## config.mk

```make
export PLATFORM = sky130hd
export DESIGN_NAME = dsp_file_port_arbiter
export DESIGN_NICKNAME = d
export VERILOG_FILES = /design/src/rtl/dsp_file_port_arbiter.sv
export SDC_FILE = /design/constraint.sdc
export NUM_CORES = 1
export LEC_CHECK = 0
export ABC_AREA = 1
export BUFFER_PORTS_ARGS = -buffer_cell sky130_fd_sc_hd__buf_2
export CORE_ASPECT_RATIO = 0.9
export CORE_MARGIN = 4
export CORE_UTILIZATION = 51
export DETAILED_ROUTE_END_ITERATION = 8
export PLACE_DENSITY = 0.92
export SYNTH_ARGS = -nofsm -noshare
export SYNTH_HDL_FRONTEND = slang
export SYNTH_SLANG_ARGS = --single-unit
```

## constraint.sdc

```tcl
create_clock -name wb_clk -period 5.7 [get_ports wb_clk]
set_clock_uncertainty 0.1 [all_clocks]
set_input_delay 0.855 -clock wb_clk [delete_from_list [all_inputs] [get_ports wb_clk]]
set_output_delay 0.855 -clock wb_clk [all_outputs]
set_load 0.05 [all_outputs]
```

## src/rtl/dsp_file_port_arbiter.sv

```systemverilog
// dsp_file_port_arbiter
// Shares one DSP file-controller port among NUM_REQ equation engines.
// Round-robin grant, a single transaction in flight, file_active routed back
// only to the current owner, and a watchdog that frees the port if the file
// controller never answers.
module dsp_file_port_arbiter #(
   parameter int NUM_REQ = 4,
   parameter int TIMEOUT = 1024,
   parameter int TW      = 16
) (
   input  logic                    wb_clk,
   input  logic                    wb_rst_n,
   input  logic [8*NUM_REQ-1:0]    req_file_num,
   input  logic [NUM_REQ-1:0]      req_file_read,
   input  logic [NUM_REQ-1:0]      req_file_write,
   input  logic [32*NUM_REQ-1:0]   req_file_write_data,
   output logic [NUM_REQ-1:0]      req_file_active,
   output logic [31:0]             req_file_read_data,
   output logic [NUM_REQ-1:0]      req_error,
   output logic [NUM_REQ-1:0]      grant,
   output logic                    busy,
   output logic [7:0]              file_num,
   output logic                    file_read,
   output logic                    file_write,
   output logic [31:0]             file_write_data,
   input  logic                    file_active,
   input  logic [31:0]             file_read_data
);

   localparam int PW = (NUM_REQ > 1) ? $clog2(NUM_REQ) : 1;
   localparam bit WD_EN = (TIMEOUT != 0);
   localparam logic [TW-1:0] WD_LAST = (TIMEOUT > 0) ? TW'(TIMEOUT - 1) : '0;
   localparam logic [PW-1:0] LAST_IDX = PW'(NUM_REQ - 1);

   typedef enum logic [1:0] {
      S_IDLE,
      S_ISSUE,
      S_ACTIVE,
      S_RELEASE
   } state_t;

   state_t              state_q;
   logic [PW-1:0]       rr_ptr_q;
   logic [PW-1:0]       owner_q;
   logic [TW-1:0]       wdog_q;
   logic [NUM_REQ-1:0]  grant_q;
   logic [NUM_REQ-1:0]  req_error_q;
   logic [7:0]          file_num_q;
   logic                file_read_q;
   logic                file_write_q;
   logic [31:0]         file_wdata_q;

   logic [NUM_REQ-1:0]  pend;
   logic                pick_valid_d;
   logic [PW-1:0]       pick_idx_d;
   logic [PW-1:0]       cand;
   logic [7:0]          pick_num;
   logic [31:0]         pick_wdata;
   logic [31:0]         own_wdata;
   logic                wd_expire;

   // Modulo wrap of the round-robin search position.
   function automatic logic [PW-1:0] wrap_idx(input int unsigned v);
      return PW'(v % NUM_REQ);
   endfunction

   generate
      for (genvar gi = 0; gi < NUM_REQ; gi++) begin : g_pend
         assign pend[gi] = req_file_read[gi] | req_file_write[gi];
      end
   endgenerate

   // First pending engine at or after rr_ptr; scanned backwards so the closest wins.
   always_comb begin
      pick_valid_d = 1'b0;
      pick_idx_d   = '0;
      cand         = '0;
      for (int k = NUM_REQ - 1; k >= 0; k--) begin
         cand = wrap_idx(32'(rr_ptr_q) + 32'(k));
         if (pend[cand]) begin
            pick_valid_d = 1'b1;
            pick_idx_d   = cand;
         end
      end
   end

   assign pick_num   = req_file_num[{pick_idx_d, 3'b000} +: 8];
   assign pick_wdata = req_file_write_data[{pick_idx_d, 5'b00000} +: 32];
   assign own_wdata  = req_file_write_data[{owner_q, 5'b00000} +: 32];
   assign wd_expire  = WD_EN && (wdog_q == WD_LAST);

   // Arbiter FSM with registered controller-side strobes, grant and error pulse.
   always_ff @(posedge wb_clk) begin
      if (!wb_rst_n) begin
         state_q      <= S_IDLE;
         rr_ptr_q     <= '0;
         owner_q      <= '0;
         wdog_q       <= '0;
         grant_q      <= '0;
         req_error_q  <= '0;
         file_num_q   <= '0;
         file_read_q  <= 1'b0;
         file_write_q <= 1'b0;
         file_wdata_q <= '0;
      end else begin
         req_error_q <= '0;
         case (state_q)
            S_IDLE: begin
               if (pick_valid_d) begin
                  grant_q      <= NUM_REQ'(1) << pick_idx_d;
                  owner_q      <= pick_idx_d;
                  file_num_q   <= pick_num;
                  file_read_q  <= req_file_read[pick_idx_d];
                  file_write_q <= req_file_write[pick_idx_d] & ~req_file_read[pick_idx_d];
                  file_wdata_q <= pick_wdata;
                  wdog_q       <= '0;
                  state_q      <= S_ISSUE;
               end
            end
            S_ISSUE: begin
               file_wdata_q <= own_wdata;
               if (file_active) begin
                  file_read_q  <= 1'b0;
                  file_write_q <= 1'b0;
                  wdog_q       <= '0;
                  state_q      <= S_ACTIVE;
               end else if (wd_expire) begin
                  req_error_q  <= grant_q;
                  file_read_q  <= 1'b0;
                  file_write_q <= 1'b0;
                  state_q      <= S_RELEASE;
               end else begin
                  wdog_q <= wdog_q + TW'(1);
               end
            end
            S_ACTIVE: begin
               if (!file_active) begin
                  state_q <= S_RELEASE;
               end else if (wd_expire) begin
                  req_error_q <= grant_q;
                  state_q     <= S_RELEASE;
               end else begin
                  wdog_q <= wdog_q + TW'(1);
               end
            end
            S_RELEASE: begin
               grant_q  <= '0;
               rr_ptr_q <= (owner_q == LAST_IDX) ? '0 : owner_q + PW'(1);
               state_q  <= S_IDLE;
            end
            default: state_q <= S_IDLE;
         endcase
      end
   end

   assign req_file_active    = {NUM_REQ{file_active}} & grant_q;
   assign req_file_read_data = file_read_data;
   assign req_error          = req_error_q;
   assign grant              = grant_q;
   assign busy               = (state_q != S_IDLE);
   assign file_num           = file_num_q;
   assign file_read          = file_read_q;
   assign file_write         = file_write_q;
   assign file_write_data    = file_wdata_q;

endmodule

```

== Word level (Yosys, flattened, before mapping) ==
Cells that the tools add are included.

* Word-level logic and storage cells: 94
* Bits of input ports: 203
* Output and inout bits: 87
* Bits in registers: 72

* Eq/ne operators: 8
* Shifts and indexed selects: 4
* Add/sub/neg operators: 5
* $lt $le $gt $ge: 5
* Bitwise operators: 7
* Reduce and logical (&&, ||, !) cells: 10
* Multiplexer cells: 45

{| class="wikitable"
|+ Operators with widths
! cell !! number
|-
| $shiftx A128 B8 Y32 || 2
|-
| $mux W16 || 4
|-
| $pmux W32 S2 || 1
|-
| $pmux W16 S3 || 1
|-
| $mux W32 || 1
|-
| $shiftx A32 B6 Y8 || 1
|-
| $mux W2 || 9
|-
| $add A16 B1 Y16 const B || 1
|-
| $eq A16 B10 Y1 const B || 1
|-
| $mux W4 || 4
|-
| $pmux W4 S2 || 2
|-
| $lt A2 B3 Y1 const B || 5
|-
| $mux W1 || 14
|-
| $bmux W1 S2 || 6
|-
| $pmux W2 S4 || 1
|-
| $eq A2 B2 Y1 const B || 3
|-
| $reduce_and A2 Y1 || 3
|-
| $reduce_and A3 Y1 || 2
|-
| $reduce_bool A2 Y1 || 3
|-
| $add A2 B1 Y2 const B || 2
|-
| $add A2 B2 Y2 const B || 2
|-
| $and A4 B4 Y4 || 1
|-
| $ne A2 B2 Y1 const B || 2
|-
| $or A1 B1 Y1 || 4
|-
| other kinds (8) || 9
|}

== Longest topological paths before layout ==
Gate-level depths: netlist of run 1.

* Depth after elaboration: 13
* Gate-level depth with buffers: 16
* Mapped depth without buffers: 14

== Least setup slack after synthesis of run 1 ==
No wires, ideal clock.

* Path kind: input to output
* Start: in file_active
* End: out req_file_active[0]
* Cell stages on the path: 3
* Required time: 4.745 ns
* Path slack: 3.241 ns
* Buffers on the path: 1
* Data arrival time: 1.504 ns
* Cell sequence: clkbuf_1 -> nand2_1 -> inv_1

* Cells in the longest elaborated chain, start to end: 1

{| class="wikitable"
|+ Ends and longest elaborated chain
! item !! RTL line !! text
|-
| start: declaration || 26 || <nowiki>input logic file_active,</nowiki>
|-
| $and A4 B4 Y4 || 156 || <nowiki>assign req_file_active = {NUM_REQ{file_active}} & grant_q;</nowiki>
|-
| end: declaration || 17 || <nowiki>output logic [NUM_REQ-1:0] req_file_active,</nowiki>
|}

Every way passes these cells.

== Worst setup path in the final report of run 1 ==
* Start: in req_file_write[3]
* End: reg file_wdata_q[12] (netlist: file_write_data[12])

* Cells in the longest elaborated chain, start to end: 10
* Elaborated cells between the ends (all ways): 22
* Classes of those cells: eq/ne (1); shift (1); mux (18); bitwise (1); reduce/logical (1)

{| class="wikitable"
|+ Ends and longest elaborated chain
! item !! RTL line !! text
|-
| start: declaration || 15 || <nowiki>input logic [NUM_REQ-1:0] req_file_write,</nowiki>
|-
| $or A1 B1 Y1 (*) || 69 || <nowiki>assign pend[gi] = req_file_read[gi] | req_file_write[gi];</nowiki>
|-
| $bmux W1 S2 || 80 || <nowiki>if (pend[cand]) begin</nowiki>
|-
| $mux W1 (implied by the code) || 80 ||
|-
| $mux W2 (4 in a row) || 80 ||
|-
| $shiftx A128 B8 Y32 || 88 || <nowiki>assign pick_wdata = req_file_write_data[{pick_idx_d, 5'b00000} +: 32];</nowiki>
|-
| $mux W32 || 109 || <nowiki>if (pick_valid_d) begin</nowiki>
|-
| $pmux W32 S2 || 107 || <nowiki>case (state_q)</nowiki>
|-
| end signal: assignment || 115 || <nowiki>file_wdata_q <= pick_wdata;</nowiki>
|-
| end signal: assignment || 121 || <nowiki>file_wdata_q <= own_wdata;</nowiki>
|-
| end: declaration || 51 || <nowiki>logic [31:0] file_wdata_q;</nowiki>
|}

Mark *: on every way between the ends. The rest lies on a longest branch, timed or not. The select of a mux whose other input is x is not followed.
A chain may end at the register's enable or synchronous reset.

==> impl_metrics.json, run 1 <==
{
  "rsz0062_at_grt": "no",
  "p_leak_nw": 4.247,
  "drtIter0Drc": 436,
  "cpMaxStageDelayCell": "nand2_4",
  "required_ps": 5830,
  "insertion_delay_ps": 330,
  "diodes": 0,
  "r2r_slack_ps": 2680,
  "synthArstFlopShare_pct": 0,
  "synth-seq-cells": 72,
  "yosys-top-cells-area": "dfxtp_1, inv_1, nand3_1",
  "period_needed_ps": 3167,
  "yosysTopAreaCellShare_pct": 24.57,
  "max-cap-violations": 0,
  "hpwl_mm": 12.54,
  "critPathMostFrequentCell": "nand2_1",
  "place.gp.congestion": 0.9142,
  "syn_avg_cell_area_um2": 6.099,
  "cts-htree-levels": 3,
  "outcome": "finished, final reports clean",
  "syn_area_um2": 5867,
  "drt-pass1-iter-count": 5,
  "wl_mm": 16.89,
  "fmax_mhz": 315.7,
  "min-delay-start": "file_read",
  "die_h_um": 109.8,
  "tightest_slew_ps": 866.0,
  "clock_sink_count": 72,
  "post_cts_buffers": 0,
  "post_drt_wl_per_cell_um": 13.15,
  "drt-vias-per-instance": 5.036,
  "syn_inst": 962,
  "synth_nets": 1172,
  "rr_worst_depth": 13,
  "grtUsageMet1_pct": 30.78,
  "grtUsageMet3_pct": 5.453,
  "worstReg2RegStart": "rr_ptr_q[0]",
  "die_x_um": 121.1,
  "holdBufCountCts": 0,
  "hold_path_class": "reg2reg",
  "num_rows": 36,
  "cp.arrival_ps": 3300,
  "fin_nets": 1337,
  "final_util_pct": 63.17,
  "r2r_end": "file_write_data[12]",
  "io_pins": 290,
  "maxSlewHeadroom_pct": 42.26,
  "grt_max_degree": 67,
  "grt_use_total_pct": 24.45,
  "crit_type": "in2reg",
  "overflow": 0,
  "drive_gt1_share_pct": 27.12,
  "initial_core_util_pct": 53.16,
  "hold_path_end": "file_read",
  "fp.coreArea_um2": 11040,
  "power.density_nw_per_um2": 262.7,
  "drc": 0,
  "cts_root_buffer": "clkbuf_16",
  "cp_max_fo": 64,
  "io_buffers": 225,
  "cpPeakStageDelay_ps": 640,
  "whs_ps": 381.7,
  "end_kind": "flip-flop",
  "cts-buffers-inserted": 9,
  "busiest_layer": "met2",
  "fin_crit_sh_pct": 55.57,
  "critPathLaunchType": "primary input",
  "synth.yosys.seq_area_share_pct": 24.57,
  "vdd_ir_drop_max_mv": 0.1570,
  "antenna_found_initial": 1,
  "yosys.area.top_type": "dfxtp_1",
  "setup_viol": 0,
  "clkTransAtPathRegs_ps": 60,
  "die_area_um2": 13290,
  "syn2layout_area_growth_pct": 18.83,
  "grt_pass1_vias": 5946,
  "cts_max_path_buffers": 2,
  "maxSlewViolCount": 0,
  "tns_ps": 0,
  "grt_pass1_wl_mm": 26.83,
  "grtUsageMet2_pct": 41.29,
  "synth.distinct_cells": 42,
  "vias": 6466,
  "synth_ff_type": "dfxtp_1",
  "hold_viol_final": 0,
  "min_path_cells": 2,
  "path_cells": "buf_2, nor2_1, nand2_1, nand3_1, nand2_1, inv_2, nand2_2, nand2_4, nand3_4, nand2_4, nand2_1, nand3_1, nand3_1, nand2_1, inv_1",
  "cts_resized": 0,
  "cts_tree": "yes",
  "synth_edf_count": 0,
  "ant_nets": 0,
  "fill_cells": 1020,
  "yosys_warnings": 0
}
[cells in the mapped netlist, types with 2 or more instances]
| master | instances |
|---|---|
| a211oi_1 | 2 |
| a21oi_1 | 17 |
| a22oi_1 | 2 |
| buf_12 | 4 |
| buf_2 | 17 |
| buf_4 | 38 |
| buf_6 | 6 |
| clkbuf_1 | 9 |
| dfxtp_1 | 72 |
| ha_1 | 7 |
| inv_1 | 223 |
| inv_2 | 6 |
| nand2_1 | 203 |
| nand2_2 | 5 |
| nand2_4 | 5 |
| nand3_1 | 160 |
| nand3_2 | 34 |
| nand3b_1 | 2 |
| nand4_1 | 2 |
| nor2_1 | 53 |
| nor2_2 | 2 |
| nor2_4 | 3 |
| nor3_1 | 6 |
| nor3b_1 | 4 |
| o21ai_0 | 44 |
| o21ai_1 | 11 |
| o21ai_2 | 2 |
| xnor2_1 | 2 |
| xor2_1 | 8 |
[cell families after synthesis]
family | synth area share (%)
flip-flops | 24.57
buffers and inverters | 24.23
AND/OR/NAND/NOR | 40.58
adder cells (fa/ha/maj) | 1.493
AO/OA/AOI/OAI | 7.635
XOR/XNOR | 1.493
[state kept, by name (all words and copies together), names as in the netlist, 2 cells and up]
signal,flops
rr_ptr_q,2
wdog_q,16
file_num,8
owner_q,2
file_write_data,32
req_error,4
state_q,2
grant,4
[through the flow]
| stage | instance area (um^2) | power [mW] | instances | setup slack (ps) |
|---|---|---|---|---|
| 2_1_floorplan | 5867 | 1.174 | 962 | 3241 |
| 3_3_place_gp | 6665 | 1.254 | 1268 | 2335 |
| 3_5_place_dp | 6665 | 1.265 | 1268 | 2263 |
| 4_1_cts | 6972 | 1.841 | 1284 | 2610 |
| 5_1_grt | 6972 | 1.937 | 1284 | 2339 |
| 6_report | 6972 | 1.831 | 1284 | 2533 |
[power breakdown]
group	internal, mW	leakage [nW]	switching (mW)
Clock	0.352	0.145	0.219
Sequential	0.554	0.593	0.0303
Combinational	0.197	3.51	0.480
Total	1.10	4.25	0.729
[worst max-delay path, delay by kind of cell]
family | cells | cell delay (ps)
and+or+nand+nor | 12 | 2130
buffers and inverters | 3 | 220
[worst max-delay path by stage]
stage          slack (ps)              start             endpoint
6_report             2530  req_file_write[3]  file_write_data[12]
5_1_grt              2340  req_file_write[3]  file_write_data[10]
4_1_cts              2610  req_file_write[3]  file_write_data[10]
3_5_place_dp         2260  req_file_write[3]  file_write_data[10]
3_3_place_gp         2330  req_file_write[3]  file_write_data[26]
2_1_floorplan        3240        file_active   req_file_active[0]
[area by class of cell]
type | count | area, um^2 | area share (%)
well taps | 152 | 190.2 | 2.728
inverters | 230 | 865.8 | 12.42
clock inverters | 6 | 67.56 | 0.9691
multi-input cells | 585 | 3012 | 43.20
flip-flops and latches | 72 | 1441 | 20.67
clock buffers | 10 | 239.0 | 3.428
repair buffers | 229 | 1156 | 16.58
[cell usage in the layout, fill, tap and decap left out, drive strengths merged, types with 3 or more instances in the layout]
cell type,count
buf,229
xor2,8
clkbuf,10
nor2,58
dfxtp,72
nor3,6
a21oi,18
ha,7
o21ai,57
nor3b,4
nand3,195
nand2,213
nand4,3
inv,231
[metal layers]
metal | up-vias | share of wire (%)
met2 | 282 | 49
met1 | 2901 | 42
met4 | 2 | 2.3
li1 | 3240 | -
met3 | 41 | 7.5
met5 | - | 0.047
Note: power is estimated with default switching activity, not from simulation.
==> run 2, diff against run 1 <==
--- a/config.mk
+++ b/config.mk
@@ -9,9 +9,9 @@
 export BUFFER_PORTS_ARGS = -buffer_cell sky130_fd_sc_hd__buf_2
 export CORE_ASPECT_RATIO = 0.9
 export CORE_MARGIN = 4
-export CORE_UTILIZATION = 51
+export CORE_UTILIZATION = 47
 export DETAILED_ROUTE_END_ITERATION = 8
-export PLACE_DENSITY = 0.92
+export PLACE_DENSITY = 0.86
 export SYNTH_ARGS = -nofsm -noshare
 export SYNTH_HDL_FRONTEND = slang
 export SYNTH_SLANG_ARGS = --single-unit
==> constraint.sdc (replaced) <==
create_clock -name wb_clk -period 3 [get_ports wb_clk]
set_clock_uncertainty 0.1 [all_clocks]
set_input_delay 0.45 -clock wb_clk [delete_from_list [all_inputs] [get_ports wb_clk]]
set_output_delay 0.45 -clock wb_clk [all_outputs]
set_load 0.05 [all_outputs]
==> run 2 against run 1 <==
Effect of this change:
- clock power grew 88%
- flip-flop and latch count unchanged
- global-route usage decreased by 1.9 points
- register-to-register slack worse by 2200 ps
- worst hold slack worse by 65 ps
- cell area rose by 0.97%
- die area grew 7.9%
- non-clock buffer count grew 2
- sequential share of layout area shrank 0.20 points
- setup slack lost 2000 ps
- final cell count increased by 0.78%
- via count down 2.3%
- largest cell class unchanged
- largest power group unchanged
==> impl_metrics.json, run 2 (same netlist as run 1, synthesis figures left out) <==
{
  "power.internal_mw": 2.112,
  "p_leak_nw": 4.277,
  "p_sw_share_pct": 39.35,
  "final_area_um2": 7039,
  "cts_max_path_buffers": 2,
  "cts-htree-levels": 3,
  "tightest_slew_ps": 721.1,
  "critPathLaunchType": "flip-flop",
  "max-cap-violations": 0,
  "diodes": 0,
  "post_cts_buffers": 0,
  "cts_root_buffer": "clkbuf_16",
  "end_kind": "flip-flop",
  "overflow": 0,
  "rsz0062_at_grt": "no",
  "grt_use_total_pct": 22.58,
  "critPathMostFrequentCell": "inv_1",
  "num_rows": 38,
  "final_cell_mix": "buf_2, inv_1, nand2_1, nand3_1, dfxtp_1",
  "power.total_mw": 3.482,
  "required_ps": 3130,
  "clock_sink_count": 72,
  "die_x_um": 125.8,
  "post_drt_wl_per_cell_um": 12.99,
  "min-delay-start": "req_file_num[13]",
  "hpwl_mm": 12.69,
  "antenna_found_initial": 1,
  "maxSlewViolCount": 0,
  "maxSlewHeadroom_pct": 51.75,
  "grt_max_degree": 65,
  "cts-buffers-inserted": 9,
  "fp.coreArea_um2": 12120,
  "crit_type": "reg2reg",
  "ant_nets": 0,
  "io_pins": 290,
  "cts_tree": "yes",
  "setup_viol": 0,
  "syn2layout_area_growth_pct": 19.98,
  "pwr-share-seq_pct": 31.6,
  "place.gp.congestion": 0.9726,
  "cts_resized": 0,
  "path_cells": "inv_1, ha_1, inv_1, or2_2, nand2_4, buf_12, nand2_1, nand3_1, nand3_1, nand2_1, inv_1",
  "wl_mm": 16.81,
  "largest_reg_flops": 32,
  "fin_crit_sh_pct": 83.63,
  "holdBufCountCts": 0,
  "cp_max_fo": 46,
  "cpMaxStageDelayCell": "or2_2",
  "insertion_delay_ps": 340,
  "cpPeakStageDelay_ps": 400,
  "vias": 6318,
  "power_switching_mw": 1.370,
  "hold_path_class": "in2reg",
  "initial_core_util_pct": 48.39,
  "hold_viol_final": 0,
  "clkPwrFrac_pct": 30.7,
  "crit_start": "state_q[1]",
  "worstReg2RegStart": "state_q[1]",
  "io_buffers": 225,
  "grt_pass1_wl_mm": 27.03,
  "fmax_mhz": 398.6,
  "fin_nets": 1339,
  "dpl_cell_area_um2": 6740,
  "vdd_ir_drop_max_mv": 0.3376,
  "drc": 0,
  "die_area_um2": 14340,
  "die_h_um": 114.0,
  "drt-vias-per-instance": 4.883,
  "tns_ps": 0,
  "grt_pass1_vias": 5876,
  "drtIter0Drc": 420,
  "cp.arrival_ps": 2640,
  "final_common_cell": "buf_2",
  "p_comb_share_pct": 37.6,
  "drive_gt1_share_pct": 27.16,
  "clkTransAtPathRegs_ps": 60,
  "outcome": "finished, final reports clean",
  "drt-pass1-iter-count": 7,
  "period_needed_ps": 2509,
  "power.density_nw_per_um2": 494.6
}
[run 2: cell count changes in the layout (fill, tap and decap cells not counted)]
| cell | change |
|---|---|
| inv_6 | -1 |
| clkbuf_1 | +1 |
| buf_12 | +4 |
| clkinvlp_4 | -1 |
| clkinv_2 | +1 |
| buf_4 | -2 |
[run 2: worst paths after layout]
check / endpoint / depth (start not counted) / slack (ps)
min: file_num[5] / 5 / 320
max: file_write_data[5] / 11 / 490
min reg2reg: file_read / 2 / 360
max reg2reg: file_write_data[5] / 11 / 490
[run 2: final cells by class]
type                    count  area [um^2]
well taps                 160        200.2
fillers                  1158         5085
clock buffers              11        242.7
clock inverters             5        56.30
inverters                 230        865.8
flip-flops and latches     72         1441
multi-input cells         585         3012
repair buffers            231         1221
[run 2: critical path: cells and delay by family (launching register included)]
kind	cells	cell delay [ps]
flip-flops	1	350
adder cells (fa/ha/maj)	1	310
AND/OR/NAND/NOR	6	950
buffers and inverters	4	670
[run 2: metal layers]
layer / share of wire (%) / global-route usage (%)
met3: 8.9 / 6.273
met4: 2.1 / 8.506
met1: 41 / 27.28
met5: 0.042 / 0
met2: 48 / 38.49
[run 2: power by group through the flow]
stage | combinational, mW | clock, mW | sequential, mW
3_5_place_dp | 1.31 | 0 | 1.12
4_1_cts | 1.31 | 1.10 | 1.10
6_report | 1.31 | 1.07 | 1.10
2_1_floorplan | 0.807 | 0 | 1.42
5_1_grt | 1.44 | 1.14 | 1.11
3_3_place_gp | 1.29 | 0 | 1.12
[run 2: metrics by stage]
stage	worst slack, ps	std cells	utilization [%]	hold slack (ps)
6_report	491.2	1294	58.06	316.7
5_1_grt	251.3	1294	58.06	328.7
4_1_cts	510.1	1294	58.06	308.0
3_5_place_dp	448.2	1278	55.59	352.2
3_3_place_gp	506.9	1278	55.59	353.4
2_1_floorplan	870.9	962	-	346.0
